File: src/rtl/pipeline_stage_register_pkg.sv
// Shared pipeline-boundary definitions: stage state encoding
// and per-boundary payload packing widths.
package pipe_pkg;

    localparam logic [1:0] PIPE_EMPTY = 2'd0;
    localparam logic [1:0] PIPE_FULL  = 2'd1;
    localparam logic [1:0] PIPE_SKID  = 2'd2;

    // pc + instruction
    localparam int IF_ID_DATA_WIDTH  = 64;
    localparam int IF_ID_CTRL_WIDTH  = 1;
    // pc + rs1 + rs2 + imm + rd
    localparam int ID_EX_DATA_WIDTH  = 133;
    localparam int ID_EX_CTRL_WIDTH  = 4;
    // pc + alu result + store data + rd
    localparam int EX_MEM_DATA_WIDTH = 101;
    localparam int EX_MEM_CTRL_WIDTH = 4;
    // result + rd
    localparam int MEM_WB_DATA_WIDTH = 37;
    localparam int MEM_WB_CTRL_WIDTH = 1;

endpackage

File: src/rtl/pipeline_stage_register_if.sv
// Handshake bundle between an upstream stage, this register
// and the downstream stage.
interface pipeline_stage_register_if #(
    parameter int DATA_WIDTH = 32,
    parameter int CTRL_WIDTH = 4
);

    logic                  flush;
    logic                  in_valid;
    logic                  in_ready;
    logic [DATA_WIDTH-1:0] in_data;
    logic [CTRL_WIDTH-1:0] in_ctrl;
    logic                  out_valid;
    logic                  out_ready;
    logic [DATA_WIDTH-1:0] out_data;
    logic [CTRL_WIDTH-1:0] out_ctrl;
    logic [1:0]            occupancy;

    modport master (
        output flush, in_valid, in_data, in_ctrl, out_ready,
        input  in_ready, out_valid, out_data, out_ctrl, occupancy
    );

    modport slave (
        input  flush, in_valid, in_data, in_ctrl, out_ready,
        output in_ready, out_valid, out_data, out_ctrl, occupancy
    );

endinterface

File: src/rtl/pipeline_stage_register_payload.sv
// Payload slot: async reset, load enable, synchronous clear.
module pipe_payload_reg #(
    parameter int W = 36
) (
    input  logic         clk,
    input  logic         reset_n,
    input  logic         load,
    input  logic         clear,
    input  logic [W-1:0] d,
    output logic [W-1:0] q
);

    always_ff @(posedge clk or negedge reset_n) begin
        if (!reset_n) begin
            q <= '0;
        end else if (clear) begin
            q <= '0;
        end else if (load) begin
            q <= d;
        end
    end

endmodule

File: src/rtl/pipeline_stage_register.sv
// Handshaked inter-stage register with optional skid slot,
// synchronous flush and bubble-gated control payload.
module pipeline_stage_register
    import pipe_pkg::*;
#(
    parameter int DATA_WIDTH  = 32,
    parameter int CTRL_WIDTH  = 4,
    parameter bit SKID_ENABLE = 1
) (
    input logic clk,
    input logic reset_n,
    pipeline_stage_register_if.slave stage
);

    localparam int PW = DATA_WIDTH + CTRL_WIDTH;

    logic [1:0]    state;
    logic [1:0]    state_nx;
    logic          accept;
    logic          emit;
    logic          main_load;
    logic          skid_load;
    logic [PW-1:0] in_pl;
    logic [PW-1:0] main_d;
    logic [PW-1:0] main_q;
    logic [PW-1:0] skid_q;

    assign stage.out_valid = (state != PIPE_EMPTY);
    assign accept = stage.in_valid & stage.in_ready;
    assign emit   = stage.out_valid & stage.out_ready;
    assign in_pl  = {stage.in_data, stage.in_ctrl};
    assign main_d = (state == PIPE_SKID) ? skid_q : in_pl;

    always_comb begin
        state_nx  = state;
        main_load = 1'b0;
        skid_load = 1'b0;
        unique case (1'b1)
            state == PIPE_EMPTY: begin
                if (accept) begin
                    state_nx  = PIPE_FULL;
                    main_load = 1'b1;
                end
            end
            state == PIPE_FULL: begin
                if (emit && accept) begin
                    main_load = 1'b1;
                end else if (emit) begin
                    state_nx = PIPE_EMPTY;
                end else if (accept && SKID_ENABLE) begin
                    state_nx  = PIPE_SKID;
                    skid_load = 1'b1;
                end
            end
            state == PIPE_SKID: begin
                if (emit) begin
                    state_nx  = PIPE_FULL;
                    main_load = 1'b1;
                end
            end
            default: state_nx = PIPE_EMPTY;
        endcase
        // flush wins: incoming entry dropped, held entries killed
        if (stage.flush) begin
            state_nx = PIPE_EMPTY;
        end
    end

    always_ff @(posedge clk or negedge reset_n) begin
        if (!reset_n) begin
            state <= PIPE_EMPTY;
        end else begin
            state <= state_nx;
        end
    end

    pipe_payload_reg #(.W(PW)) u_main (
        .clk     (clk),
        .reset_n (reset_n),
        .load    (main_load),
        .clear   (stage.flush),
        .d       (main_d),
        .q       (main_q)
    );

    generate
        if (SKID_ENABLE) begin : g_skid
            logic ready_q;

            pipe_payload_reg #(.W(PW)) u_skid (
                .clk     (clk),
                .reset_n (reset_n),
                .load    (skid_load),
                .clear   (stage.flush),
                .d       (in_pl),
                .q       (skid_q)
            );

            // registered so in_ready never depends on out_ready
            always_ff @(posedge clk or negedge reset_n) begin
                if (!reset_n) begin
                    ready_q <= 1'b1;
                end else begin
                    ready_q <= (state_nx != PIPE_SKID);
                end
            end

            assign stage.in_ready = ready_q;
        end else begin : g_bare
            assign skid_q = '0;
            assign stage.in_ready = !stage.out_valid | stage.out_ready;
        end
    endgenerate

    assign stage.out_data  = main_q[PW-1:CTRL_WIDTH];
    assign stage.out_ctrl  = main_q[CTRL_WIDTH-1:0]
                           & {CTRL_WIDTH{stage.out_valid}};
    assign stage.occupancy = state;

endmodule

File: src/flat_wrapper.sv
// flat-port wrapper written by rule: the top's interface ports become plain ports
module pipeline_stage_register_flat import pipe_pkg::*;
#(
    parameter int DATA_WIDTH  = 32,
    parameter int CTRL_WIDTH  = 4,
    parameter bit SKID_ENABLE = 1
)
  (clk, reset_n, stage_flush, stage_in_valid, stage_in_data, stage_in_ctrl, stage_out_ready, stage_in_ready, stage_out_valid, stage_out_data, stage_out_ctrl, stage_occupancy);
  pipeline_stage_register_if #(.DATA_WIDTH(DATA_WIDTH), .CTRL_WIDTH(CTRL_WIDTH)) stage_i ();
  input logic clk;
  input logic reset_n;
  input wire logic [$bits(stage_i.flush)-1:0] stage_flush;
  input wire logic [$bits(stage_i.in_valid)-1:0] stage_in_valid;
  input wire logic [$bits(stage_i.in_data)-1:0] stage_in_data;
  input wire logic [$bits(stage_i.in_ctrl)-1:0] stage_in_ctrl;
  input wire logic [$bits(stage_i.out_ready)-1:0] stage_out_ready;
  output wire logic [$bits(stage_i.in_ready)-1:0] stage_in_ready;
  output wire logic [$bits(stage_i.out_valid)-1:0] stage_out_valid;
  output wire logic [$bits(stage_i.out_data)-1:0] stage_out_data;
  output wire logic [$bits(stage_i.out_ctrl)-1:0] stage_out_ctrl;
  output wire logic [$bits(stage_i.occupancy)-1:0] stage_occupancy;
  assign stage_i.flush = stage_flush;
  assign stage_i.in_valid = stage_in_valid;
  assign stage_i.in_data = stage_in_data;
  assign stage_i.in_ctrl = stage_in_ctrl;
  assign stage_i.out_ready = stage_out_ready;
  assign stage_in_ready = stage_i.in_ready;
  assign stage_out_valid = stage_i.out_valid;
  assign stage_out_data = stage_i.out_data;
  assign stage_out_ctrl = stage_i.out_ctrl;
  assign stage_occupancy = stage_i.occupancy;
  pipeline_stage_register #(.DATA_WIDTH(DATA_WIDTH), .CTRL_WIDTH(CTRL_WIDTH), .SKID_ENABLE(SKID_ENABLE)) u_core (.clk(clk), .reset_n(reset_n), .stage(stage_i));
endmodule
File: config.mk
export PLATFORM = sky130hd
export DESIGN_NAME = pipeline_stage_register_flat
export DESIGN_NICKNAME = d
export VERILOG_FILES = /design/src/rtl/pipeline_stage_register_pkg.sv /design/src/rtl/pipeline_stage_register_if.sv /design/src/rtl/pipeline_stage_register_payload.sv /design/src/rtl/pipeline_stage_register.sv /design/src/flat_wrapper.sv
export SDC_FILE = /design/constraint.sdc
export NUM_CORES = 1
export LEC_CHECK = 0
export BUFFER_PORTS_ARGS = -buffer_cell sky130_fd_sc_hd__buf_2
export CAP_MARGIN = 20
export CORE_UTILIZATION = 49
export DETAILED_ROUTE_END_ITERATION = 10
export GPL_TIMING_DRIVEN = 1
export PLACE_DENSITY = 0.76
export SYNTH_ARGS = -nofsm -noshare
export SYNTH_HDL_FRONTEND = slang
export SYNTH_HIERARCHICAL = 1
export SYNTH_SLANG_ARGS = --single-unit
File: constraint.sdc
create_clock -name clk -period 1.6 [get_ports clk]
set_clock_uncertainty 0.15 [all_clocks]
set_input_delay 0.32 -clock clk [delete_from_list [all_inputs] [get_ports clk]]
set_output_delay 0.32 -clock clk [all_outputs]
set_load 0.02 [all_outputs]
==> impl_metrics.py <==
metrics = {
    "timing": {
        "period_share": 1.141,
        "period_minus_slack_ns": 1.826,
        "max_freq_ghz": 0.5476,
        "hold_violations": 0,
        "setup_viol": 79,
        "worst_pin_slew_ns": 0.3057,
        "slew_violations": 0,
        "slew_headroom": 0.7962,
        "fin_ws_ns": -0.2260,
        "rsz0062_at_grt": "true",
    },
    "global_route": {
        "grt_pass1_wl_mm": 12.80,
        "gr-usage-all-layers": 0.2173,
        "antenna_found_initial": 0,
        "grt_pass1_vias": 2562,
        "overflow": 0,
        "grt_max_degree": 39,
    },
    "clock_tree": {
        "clk_latency_ns": 0.33,
        "clock-sinks": 75,
        "cts_buffers": 9,
        "h-tree-depth": 3,
        "cts_tree": "yes",
        "root_buffer": "clkbuf_8",
        "path_clk_slew_ns": 0.08,
        "cts_buffer_depth": 2,
    },
    "yosys": {
        "synth.yosys.seq_area_share": 0.4988,
        "synth_largest_area_cell": "dfrtp_1",
        "postSynthCellCount": 296,
        "syn_area_per_cell_um2": 12.72,
        "synth_top_area_share": 0.4919,
        "syn_nets": 337,
        "synth-seq-cells": 75,
        "synth.area.top_cells": "dfrtp_1, mux2i_1, mux2_4",
        "synth_area_mm2": 0.003765,
        "synth.distinct_cells": 22,
        "yosys_warnings": 6,
    },
    "route": {
        "routed_via_density": 5.093,
        "post_drt_wl_per_cell_um": 16.56,
        "vias": 2577,
        "drtAntennaViolNets": 0,
        "drtPass1Iterations": 4,
        "wl_mm": 8.377,
        "drc": 0,
        "drt_iter0_drc": 83,
    },
    "cells_and_area": {
        "areaGrowthSynthToFinish_pct": 31.17,
        "drive_gt1_frac": 0.4521,
        "num_antenna_cells": 0,
        "fin_util": 0.6737,
        "num-nets-final": 444,
    },
    "place": {
        "dp_hpwl_mm": 4.820,
        "preCtsSetupSlack_ns": -0.1244,
        "gp_congestion": 0.7030,
        "port_buffers": 80,
    },
    "setup_path": {
        "reg2reg_depth": 6,
        "critPathArrivalTime_ns": 1.90,
        "crit_type": "register to register",
        "required_ns": 1.67,
        "critPathCaptureType": "register",
        "cp_max_fo": 7,
        "startpoint_type": "register",
    },
    "die": {
        "dieArea_mm2": 0.008038,
        "start_util": 0.5136,
        "die_y_um": 89.66,
        "coreArea_mm2": 0.007331,
        "num_rows": 31,
        "num_io_pins": 81,
        "die_w_um": 89.66,
    },
    "hold_path": {
        "hold_depth": 3,
        "hp-class": "primary input to register",
    },
    "power": {
        "finalPower_mw": 4.570,
        "p_per_area_mw_per_mm2": 925.3,
        "p_leak_nw": 2.527,
        "vdd_drop_max_v": 0.0005627,
    },
    "status": {
        "failed_checks": "negative setup slack",
        "outcome": "finished with violations",
    },
    "flow_run": {
        "max_cap_violations": 0,
    },
}
## report_power, final
| part | internal, mW | leakage, nW | switching, mW |
|---|---|---|---|
| clock | 1.02 | 0.119 | 0.671 |
| combinational | 0.424 | 1.39 | 0.419 |
| sequential | 1.98 | 1.01 | 0.0509 |
## flip-flops by register name (all words and copies together) (netlist names)
name and cells:
u_core/g_skid.u_skid/q 36, u_core/u_main/q 36, u_core/stage.occupancy 2, u_core/stage.in_ready 1
## critical path: stages, from the launching register on
cell and delay, ns:
dfstp_2 0.56, nand2_4 0.08, o31ai_4 0.31, buf_6 0.18, clkbuf_16 0.16, mux2i_1 0.21, nor2_1 0.07
## through the flow
| step | hold WS, ns | std cells | setup TNS, ns | area (um2) |
|---|---|---|---|---|
| finish | 0.09104 | 506 | -10.94 | 4938 |
| global route | 0.09911 | 506 | -15.72 | 4938 |
| CTS | 0.07975 | 506 | -6.455 | 4901 |
| detailed placement | 0.05312 | 471 | -6.237 | 4293 |
| global placement | 0.04707 | 471 | -4.193 | 4293 |
| floorplan | -0.1256 | 296 | -3.855 | 3780 |
## final timing paths
path | to | slack, ns | startpoint
max | u_core/u_main/q[30] | -0.23 | u_core/stage.in_ready
min | u_core/g_skid.u_skid/q[26] | 0.09 | stage_in_data[22]
max reg2reg | u_core/u_main/q[30] | -0.23 | u_core/stage.in_ready
min reg2reg | u_core/u_main/q[25] | 0.37 | u_core/u_main/q[25]
max in group asynchronous | u_core/g_skid.u_skid/q[27] | 0.49 | reset_n
min in group asynchronous | u_core/u_main/q[27] | 0.23 | reset_n
## layout make-up
| cell class | instances | area (um2) |
|---|---|---|
| fillers | 559 | 2392 |
| flip-flops and latches | 75 | 1881 |
| multi-input cells | 198 | 1707 |
| repair buffers | 116 | 987.2 |
| clock buffers | 9 | 123.9 |
| well taps | 99 | 123.9 |
| clock inverters | 6 | 105.1 |
| inverters | 3 | 11.26 |
## cells in the final DEF (no fill, tap or decap), drive strengths merged
| master | instances |
|---|---|
| a211o | 1 |
| a211oi | 1 |
| buf | 114 |
| bufinv | 3 |
| clkbuf | 10 |
| clkinv | 3 |
| dfrtp | 74 |
| dfstp | 1 |
| dlygate4sd3 | 1 |
| inv | 3 |
| mux2 | 36 |
| mux2i | 72 |
| nand2 | 1 |
| nand2b | 2 |
| nand3b | 1 |
| nand4b | 1 |
| nor2 | 74 |
| nor2b | 5 |
| nor3 | 1 |
| nor4b | 1 |
| o21ai | 1 |
| o31ai | 1 |
## Yosys cell counts (all sizes together)
cell and n:
a211o 1, a211oi 1, buf 18, clkbuf 2
dfrtp 74, dfstp 1, inv 3, mux2 36
mux2i 72, nand2 1, nand2b 2, nand3b 1
nand4b 1, nor2 74, nor2b 5, nor3 1
nor4b 1, o21ai 1, o31ai 1
## repair_timing
action	in CTS	in global routing
setup buffers	13	3
cloned	6	1
resized for setup	28	21
hold buffers	1	0
endpoints found under the hold margin	52	0
pin swaps	2	20
setup endpoints to repair	79	79
## logic make-up (layout without fill, tap and decap cells)
kind of cell           Yosys count  in the layout  synth area share
AOI/OAI and AO/OA                4              4          0.007976
DFF                             75             75            0.4988
and+or+nand+nor                 86             86           0.09438
buffers and inverters           23            134           0.06979
muxes                          108            108            0.3290
## routing by layer
metal | part of all wire | GRT usage
met3 | 0.033 | 0.03473
met2 | 0.52 | 0.3774
met4 | 0.014 | 0.08081
met5 | 0 | 0
met1 | 0.44 | 0.2737
(Power assumes the default switching activity.)
